--- src/rtl/softmax_pkg.sv ---
// ------------------------------------------------------------------
// softmax_pkg: shared state and pass encodings for the softmax scheduler
// Rev 1.0
// ------------------------------------------------------------------
`default_nettype none

package softmax_pkg;

    typedef enum logic [1:0] {
        ST_IDLE  = 2'd0,
        ST_RUN   = 2'd1,
        ST_DRAIN = 2'd2,
        ST_FIN   = 2'd3
    } state_e;

    localparam logic [1:0] PASS_MAX    = 2'd0;
    localparam logic [1:0] PASS_EXPSUM = 2'd1;
    localparam logic [1:0] PASS_NORM   = 2'd2;

    localparam int DRAIN_CNT_W = 4;

endpackage

`default_nettype wire

--- src/rtl/softmax_range_counter.sv ---
// ------------------------------------------------------------------
// softmax_range_counter: loadable up-counter that stops at last_val
// Rev 1.0
// ------------------------------------------------------------------
`default_nettype none

module softmax_range_counter
    import softmax_pkg::*;
#(
    parameter int WIDTH = 10
) (
    input  logic             clk,
    input  logic             reset,
    input  logic             clear,
    input  logic             load,
    input  logic [WIDTH-1:0] load_val,
    input  logic             enable,
    input  logic [WIDTH-1:0] last_val,
    output logic [WIDTH-1:0] count,
    output logic             terminal
);

    logic [WIDTH-1:0] count_d;
    logic [WIDTH-1:0] count_q;

    // Equality test keeps the top-of-range address safe from wrap
    assign terminal = (count_q == last_val);
    assign count    = count_q;

    always_comb begin
        count_d = count_q;
        if (load) begin
            count_d = load_val;
        end else if (enable && !terminal) begin
            count_d = count_q + WIDTH'(1);
        end
    end

    always_ff @(posedge clk) begin
        if (!reset || clear) begin
            count_q <= '0;
        end else begin
            count_q <= count_d;
        end
    end

endmodule

`default_nettype wire

--- src/rtl/softmax_pass_sched.sv ---
// ------------------------------------------------------------------
// softmax_pass_sched: issues MAX/EXPSUM/NORM address passes with drain gaps
// Macro SOFTMAX_SCHED_PERF_EN adds the busy-cycle counter. Rev 1.0
// ------------------------------------------------------------------
`default_nettype none

module softmax_pass_sched
    import softmax_pkg::*;
#(
    parameter int ADDR_W = 10,
    parameter int DRAIN  = 4
) (
    input  logic              clk,
    input  logic              reset,
    input  logic              init,
    input  logic              start,
    input  logic [ADDR_W-1:0] start_addr,
    input  logic [ADDR_W-1:0] end_addr,
    input  logic              stall,
    output logic [ADDR_W-1:0] addr,
    output logic              addr_valid,
    output logic [1:0]        pass,
    output logic              pass_first,
    output logic              pass_last,
    output logic              busy,
    output logic              done,
    output logic              err,
    output logic [31:0]       cycle_count
);

    localparam logic [DRAIN_CNT_W-1:0] DRAIN_LOAD = DRAIN_CNT_W'(DRAIN);
    localparam logic [DRAIN_CNT_W-1:0] DRAIN_LAST = DRAIN_CNT_W'(1);

    state_e                  state_q, state_d;
    logic [1:0]              pass_q, pass_d;
    logic [ADDR_W-1:0]       start_addr_q, start_addr_d;
    logic [ADDR_W-1:0]       end_addr_q, end_addr_d;
    logic [DRAIN_CNT_W-1:0]  drain_q, drain_d;
    logic                    err_q, err_d;

    logic                    cnt_load;
    logic                    cnt_en;
    logic                    cnt_term;
    logic [ADDR_W-1:0]       cnt_load_val;
    logic [ADDR_W-1:0]       cnt_value;
    logic                    run_beat;

    softmax_range_counter #(
        .WIDTH (ADDR_W)
    ) u_addr_cnt (
        .clk      (clk),
        .reset    (reset),
        .clear    (init),
        .load     (cnt_load),
        .load_val (cnt_load_val),
        .enable   (cnt_en),
        .last_val (end_addr_q),
        .count    (cnt_value),
        .terminal (cnt_term)
    );

    assign run_beat   = (state_q == ST_RUN) && !stall;
    assign addr       = cnt_value;
    assign addr_valid = run_beat;
    assign pass       = pass_q;
    assign pass_first = run_beat && (cnt_value == start_addr_q);
    assign pass_last  = run_beat && cnt_term;
    assign busy       = (state_q != ST_IDLE);
    assign done       = (state_q == ST_FIN);
    assign err        = done && err_q;

    always_comb begin
        state_d      = state_q;
        pass_d       = pass_q;
        start_addr_d = start_addr_q;
        end_addr_d   = end_addr_q;
        drain_d      = drain_q;
        err_d        = err_q;
        cnt_load     = 1'b0;
        cnt_load_val = start_addr_q;
        cnt_en       = 1'b0;

        case (state_q)
            ST_IDLE: begin
                if (start) begin
                    if (end_addr >= start_addr) begin
                        start_addr_d = start_addr;
                        end_addr_d   = end_addr;
                        pass_d       = PASS_MAX;
                        cnt_load     = 1'b1;
                        cnt_load_val = start_addr;
                        err_d        = 1'b0;
                        state_d      = ST_RUN;
                    end else begin
                        err_d   = 1'b1;
                        state_d = ST_FIN;
                    end
                end
            end
            ST_RUN: begin
                if (!stall) begin
                    if (cnt_term) begin
                        drain_d = DRAIN_LOAD;
                        state_d = ST_DRAIN;
                    end else begin
                        cnt_en = 1'b1;
                    end
                end
            end
            ST_DRAIN: begin
                // Stall is deliberately ignored so the drain window is fixed
                if (drain_q == DRAIN_LAST) begin
                    if (pass_q != PASS_NORM) begin
                        pass_d   = pass_q + 2'd1;
                        cnt_load = 1'b1;
                        state_d  = ST_RUN;
                    end else begin
                        state_d = ST_FIN;
                    end
                end else begin
                    drain_d = drain_q - DRAIN_LAST;
                end
            end
            ST_FIN: begin
                err_d   = 1'b0;
                state_d = ST_IDLE;
            end
            default: begin
                state_d = ST_IDLE;
            end
        endcase
    end

    always_ff @(posedge clk) begin
        if (!reset || init) begin
            state_q      <= ST_IDLE;
            pass_q       <= PASS_MAX;
            start_addr_q <= '0;
            end_addr_q   <= '0;
            drain_q      <= '0;
            err_q        <= 1'b0;
        end else begin
            state_q      <= state_d;
            pass_q       <= pass_d;
            start_addr_q <= start_addr_d;
            end_addr_q   <= end_addr_d;
            drain_q      <= drain_d;
            err_q        <= err_d;
        end
    end

`ifdef SOFTMAX_SCHED_PERF_EN
    logic [31:0] cycle_count_q, cycle_count_d;
    logic        start_accept;

    assign start_accept = (state_q == ST_IDLE) && start;
    assign cycle_count  = cycle_count_q;

    always_comb begin
        cycle_count_d = cycle_count_q;
        if (start_accept) begin
            cycle_count_d = '0;
        end else if (busy && (cycle_count_q != '1)) begin
            cycle_count_d = cycle_count_q + 32'd1;
        end
    end

    always_ff @(posedge clk) begin
        if (!reset || init) begin
            cycle_count_q <= '0;
        end else begin
            cycle_count_q <= cycle_count_d;
        end
    end
`else
    assign cycle_count = '0;
`endif

endmodule

`default_nettype wire

--- config.mk ---
export PLATFORM = sky130hd
export DESIGN_NAME = softmax_pass_sched
export DESIGN_NICKNAME = d
export VERILOG_FILES = /design/src/rtl/softmax_pkg.sv /design/src/rtl/softmax_range_counter.sv /design/src/rtl/softmax_pass_sched.sv
export SDC_FILE = /design/constraint.sdc
export NUM_CORES = 1
export LEC_CHECK = 0
export CORE_MARGIN = 8
export CORE_UTILIZATION = 43
export CTS_BUF_LIST = sky130_fd_sc_hd__clkbuf_8 sky130_fd_sc_hd__clkbuf_16
export DETAILED_ROUTE_END_ITERATION = 12
export GPL_TIMING_DRIVEN = 0
export HOLD_SLACK_MARGIN = 0.02
export PLACE_DENSITY = 0.73
export RECOVER_POWER = 100
export SYNTH_ARGS = -nofsm -noshare
export SYNTH_HDL_FRONTEND = slang
export SYNTH_SLANG_ARGS = --single-unit
--- constraint.sdc ---
create_clock -name clk -period 3.9 [get_ports clk]
set_clock_uncertainty 0.05 [all_clocks]
set_input_delay 0.39 -clock clk [delete_from_list [all_inputs] [get_ports clk]]
set_output_delay 0.39 -clock clk [all_outputs]
set_load 0.1 [all_outputs]
After elaboration in Yosys (flattened, before gate mapping)
Index checks and enable logic that the tools add are counted.
W data, S select, Z words.
Cells by class
  $add $sub $neg: 3
  order comparisons: 1
  equality and inequality tests: 14
  multiplexer cells: 32
  reductions and logical operators: 20
Operators by type and width (count)
  $mux W10: 5
  $eq A10 B10 Y1: 2
  $mux W2: 10
  $ne A2 B2 Y1 const B: 8
  $mux W4: 3
  $add A10 B1 Y10 const B: 1
  $ge A10 B10 Y1: 1
  $reduce_bool A2 Y1: 5
  $mux W1: 9
  $pmux W2 S4: 1
  $pmux W4 S2: 1
  $reduce_and A4 Y1: 2
  $logic_and A1 B1 Y1: 5
  $reduce_and A5 Y1: 1
  $eq A2 B2 Y1 const B: 2
  $eq A4 B1 Y1 const B: 1
  $pmux W1 S2: 2
  $pmux W2 S2: 1
  $sub A4 B1 Y4 const B: 1
  $logic_not A1 Y1: 3
  $reduce_and A3 Y1: 1
  $add A2 B1 Y2 const B: 1
  $eq A2 B1 Y1 const B: 1
  $logic_not A2 Y1: 1
  2 further kinds: 2
Word-level totals
  bits in registers: 39
  bits of input ports: 25
  output and inout port bits: 50
  logic and storage cells: 77

Longest topological paths before layout
  depth in word-level cells: 7
  depth in mapped cells: 10

Cells and area by module
From an unflattened synthesis, not the netlist that was laid out.
Second synthesis, totals
  cells, all modules: 331
  area, all modules: 2751.4 µm²
By module, submodules not included
  softmax_pass_sched: instances 1, cells each 247, area an instance 2050.7 µm², seq. area each 580.6 µm²
  softmax_range_counter: instances 1, cells each 84, area an instance 700.7 µm², seq. area each 200.2 µm²

Worst setup path after synthesis
OpenSTA, ideal clock, no wires.
  path kind: input-to-output
  from: input port stall
  to: output port pass_first
  arrival: 3.641 ns
  setup slack: -0.181 ns
  stages: 3
  cells stage by stage: nor3b_4 > nand4_1 > nor3_1
Between the ends
  longest elaborated chain between the ends: 3
RTL lines
  from (decl): line softmax_pass_sched.sv:19  | input logic stall,
  $logic_not A1 Y1
  $logic_and A1 B1 Y1: line softmax_pass_sched.sv:62  | assign run_beat = (state_q == ST_RUN) && !stall;
  $logic_and A1 B1 Y1: line softmax_pass_sched.sv:66  | assign pass_first = run_beat && (cnt_value == start_addr_q);
  to (decl): line softmax_pass_sched.sv:23  | output logic pass_first,
No other way between the ends.

Worst setup path after layout
  from: register u_addr_cnt.count_q[1] (netlist: u_addr_cnt.count[1])
  to: output port pass_last
Between the ends
  longest elaborated chain between the ends: 2
RTL lines
  from (decl): line softmax_range_counter.sv:24  | logic [WIDTH-1:0] count_q;
  from (signal assigned): line softmax_range_counter.sv:43  | count_q <= count_d;
  $eq A10 B10 Y1: line softmax_range_counter.sv:27  | assign terminal = (count_q == last_val);
  $logic_and A1 B1 Y1: line softmax_pass_sched.sv:67  | assign pass_last = run_beat && cnt_term;
  to (decl): line softmax_pass_sched.sv:24  | output logic pass_last,
No other way between the ends.

==> out/metrics.cfg <==
[outcome]
outcome=finished, final reports clean

[routing]
via_per_inst=4.93
vias=2347
drc_errors=0
drt-initial-drc-count=234
routedWlPerCell_um=14.5
ant_nets=0
drt-total-wl_um=6900
drt_pre_antenna_iters=6

[finish]
num-nets-final=439
final_layout_size_suffix_gt1_share_pct=14.2
fin_cells=476
mostFrequentLayoutCell=nand2_1
num_antenna_cells=0
mostFrequentLayoutCells=nand2_1, dfxtp_1, a21oi_1, buf_4, conb_1
synthToLayoutAreaGrowth_pct=26.7

[power]
vdd_drop_max_mv=0.153
power.density_mw_per_mm2=329
power_w=0.00110
p_leak_nw=1.37

[critical_path]
cp_slowest_cell=clkdlybuf4s50_1
crit_buf_inv=1
path_cells=xnor2_1, nand4_4, nor3_1, and2_1, clkdlybuf4s50_1
setup.worst_path.end_class=primary output
cp_top_family=buffers and inverters
cp.depth=5
critical_path_arrival_ns=3.24
critPathMaxFanout=8
start_kind=flip-flop
required_ns=3.46
max_stage_delay_ns=1.17
worstSetupPathType=flip-flop to primary output
rr_worst_depth=8

[clocking]
clk_root_buffer_cell=clkbuf_8
cts_buffers=5
post-cts-setup-buffers=0
cts-hold-fix-buffers=0
cts.sinks=39
cts_tree=done
clkSlewWorstSetupHoldPaths_ns=0.07
postCtsResizedCells=0
clock_path_buffers=2
ctsHtreeMaxLevel=2
clkLatencyLatePin_ns=0.30

[sta]
final_period_minus_worst_setup_slack_ns=3.68
setup_ws_ns=0.219
slew_viol_final=0
finalCritPeriodShare_pct=94.4
tightest_slew_ns=1.12
rsz0062_at_grt=false
hold_violations=0
setup_viol=0
fin_tns_setup_ns=0
slew_headroom_pct=24.7
max_freq_mhz=272

[synthesis]
synth.distinct_cells=48
synth_cells=320
synthFlopType=dfxtp_1
avgSynthCellArea_um2=8.26
synth_edf_count=0
synth_area_mm2=0.00264
ys_warn_count=0
ys_seq_elements=39
synthArstFlopShare_pct=0
yosysSeqAreaShare_pct=29.5

[grt]
grt_pass1_wl_um=11000
grt.overflow.total=0
grt_max_degree=12
antenna_found_initial=0
grtUsageTotal_pct=15.6
grt_pass1_vias=2276

[floorplanning]
die_x_um=94.4
core_area_mm2=0.00592
dieArea_mm2=0.00891
core.rowCount=28
die_height_um=94.4
ios=75
start_util_pct=44.6

[hold_path]
hold_class=flip-flop to flip-flop
hold_depth=2

[placement]
gp_congestion=0.949
portBuffers=42
dpl.cell_count=468
hpwlAfterDp_um=5430
pre_cts_ws_ns=0.619

[flow_run]
cap_violations=0

## metal layers
metal / vias to the layer above / wire length, um / global-route usage [%]
li1: 1184 / - / -
met1: 1054 / 2810 / 18.7
met2: 99 / 3390 / 25.8
met3: 10 / 557 / 3.10
met4: 0 / 144 / 8.19
met5: - / 0 / 0
## sequential cells by signal, summed over array words and instances (netlist names)
| signal | count |
|---|---|
| end_addr_q | 10 |
| start_addr_q | 10 |
| pass | 2 |
| drain_q | 4 |
| state_q | 2 |
| u_addr_cnt.count | 10 |
| err_q | 1 |
## synth_stat cells, types with 2 or more instances
master / instances / area (um2)
a211o_1: 3 / 26.3
a211oi_1: 2 / 15.0
a21oi_1: 32 / 160
a222oi_1: 2 / 20.0
a31oi_1: 3 / 18.8
and2_1: 3 / 18.8
and3_1: 2 / 12.5
buf_2: 2 / 10.0
buf_4: 34 / 255
buf_6: 5 / 56.3
clkbuf_1: 5 / 18.8
dfxtp_1: 39 / 781
ha_1: 14 / 175
inv_1: 18 / 67.6
mux2i_1: 2 / 20.0
nand2_1: 49 / 184
nand2b_1: 3 / 18.8
nand3_1: 9 / 45.0
nand4_1: 9 / 56.3
nor2_1: 17 / 63.8
nor2b_1: 2 / 12.5
nor3_1: 10 / 50.1
o21ai_0: 2 / 10.0
o221ai_1: 3 / 26.3
xnor2_1: 24 / 210
xnor2_2: 3 / 48.8
xor2_1: 2 / 17.5
## power breakdown
part,internal (W),switching (W),leakage (nW)
Clock,0.000159,0.000140,0.0557
Sequential,0.000409,0.0000125,0.316
Combinational,0.000102,0.000279,0.998
## final cells by class
cell class	instances	area, um2
fillers	579	2570
multi-input cells	248	1560
flip-flops and latches	39	781
repair buffers	42	420
plain buffers	46	323
clock buffers	7	96.3
well taps	75	93.8
inverters	18	67.6
clock inverters	1	3.75
## metrics by stage
step	area, um2	utilization (%)	hold slack [ns]
3_5_place_dp	3280	55.4	0.412
6_report	3350	56.5	0.421
5_1_grt	3350	56.5	0.439
2_1_floorplan	2760	-	0.399
4_1_cts	3380	57.1	0.422
3_3_place_gp	3280	55.4	0.406
## cell families after synthesis
| kind of cell | share of synthesized area (%) |
|---|---|
| other | 0.142 |
| AND/OR/NAND/NOR | 20.6 |
| AO/OA/AOI/OAI | 15.4 |
| multiplexers | 0.758 |
| adder cells (fa/ha/maj) | 6.63 |
| flip-flops | 29.5 |
| buffers and inverters | 15.4 |
| XOR/XNOR | 11.5 |
## path summary, 6_finish.rpt
kind | end | startpoint | slack, ns
worst max-delay path | pass_last | u_addr_cnt.count[1] | 0.22
worst min-delay path | end_addr_q[6] | end_addr_q[6] | 0.42
worst max register to register | start_addr_q[2] | state_q[1] | 1.46
worst min register to register | end_addr_q[6] | end_addr_q[6] | 0.42
## worst min-delay path, delay by kind of cell (launching register included)
kind,cells,cell delay [ns]
and+or+nand+nor,1,0.05
AOI/OAI and AO/OA,1,0.05
DFF,1,0.32
No activity file was read; power rests on OpenSTA's default activity.
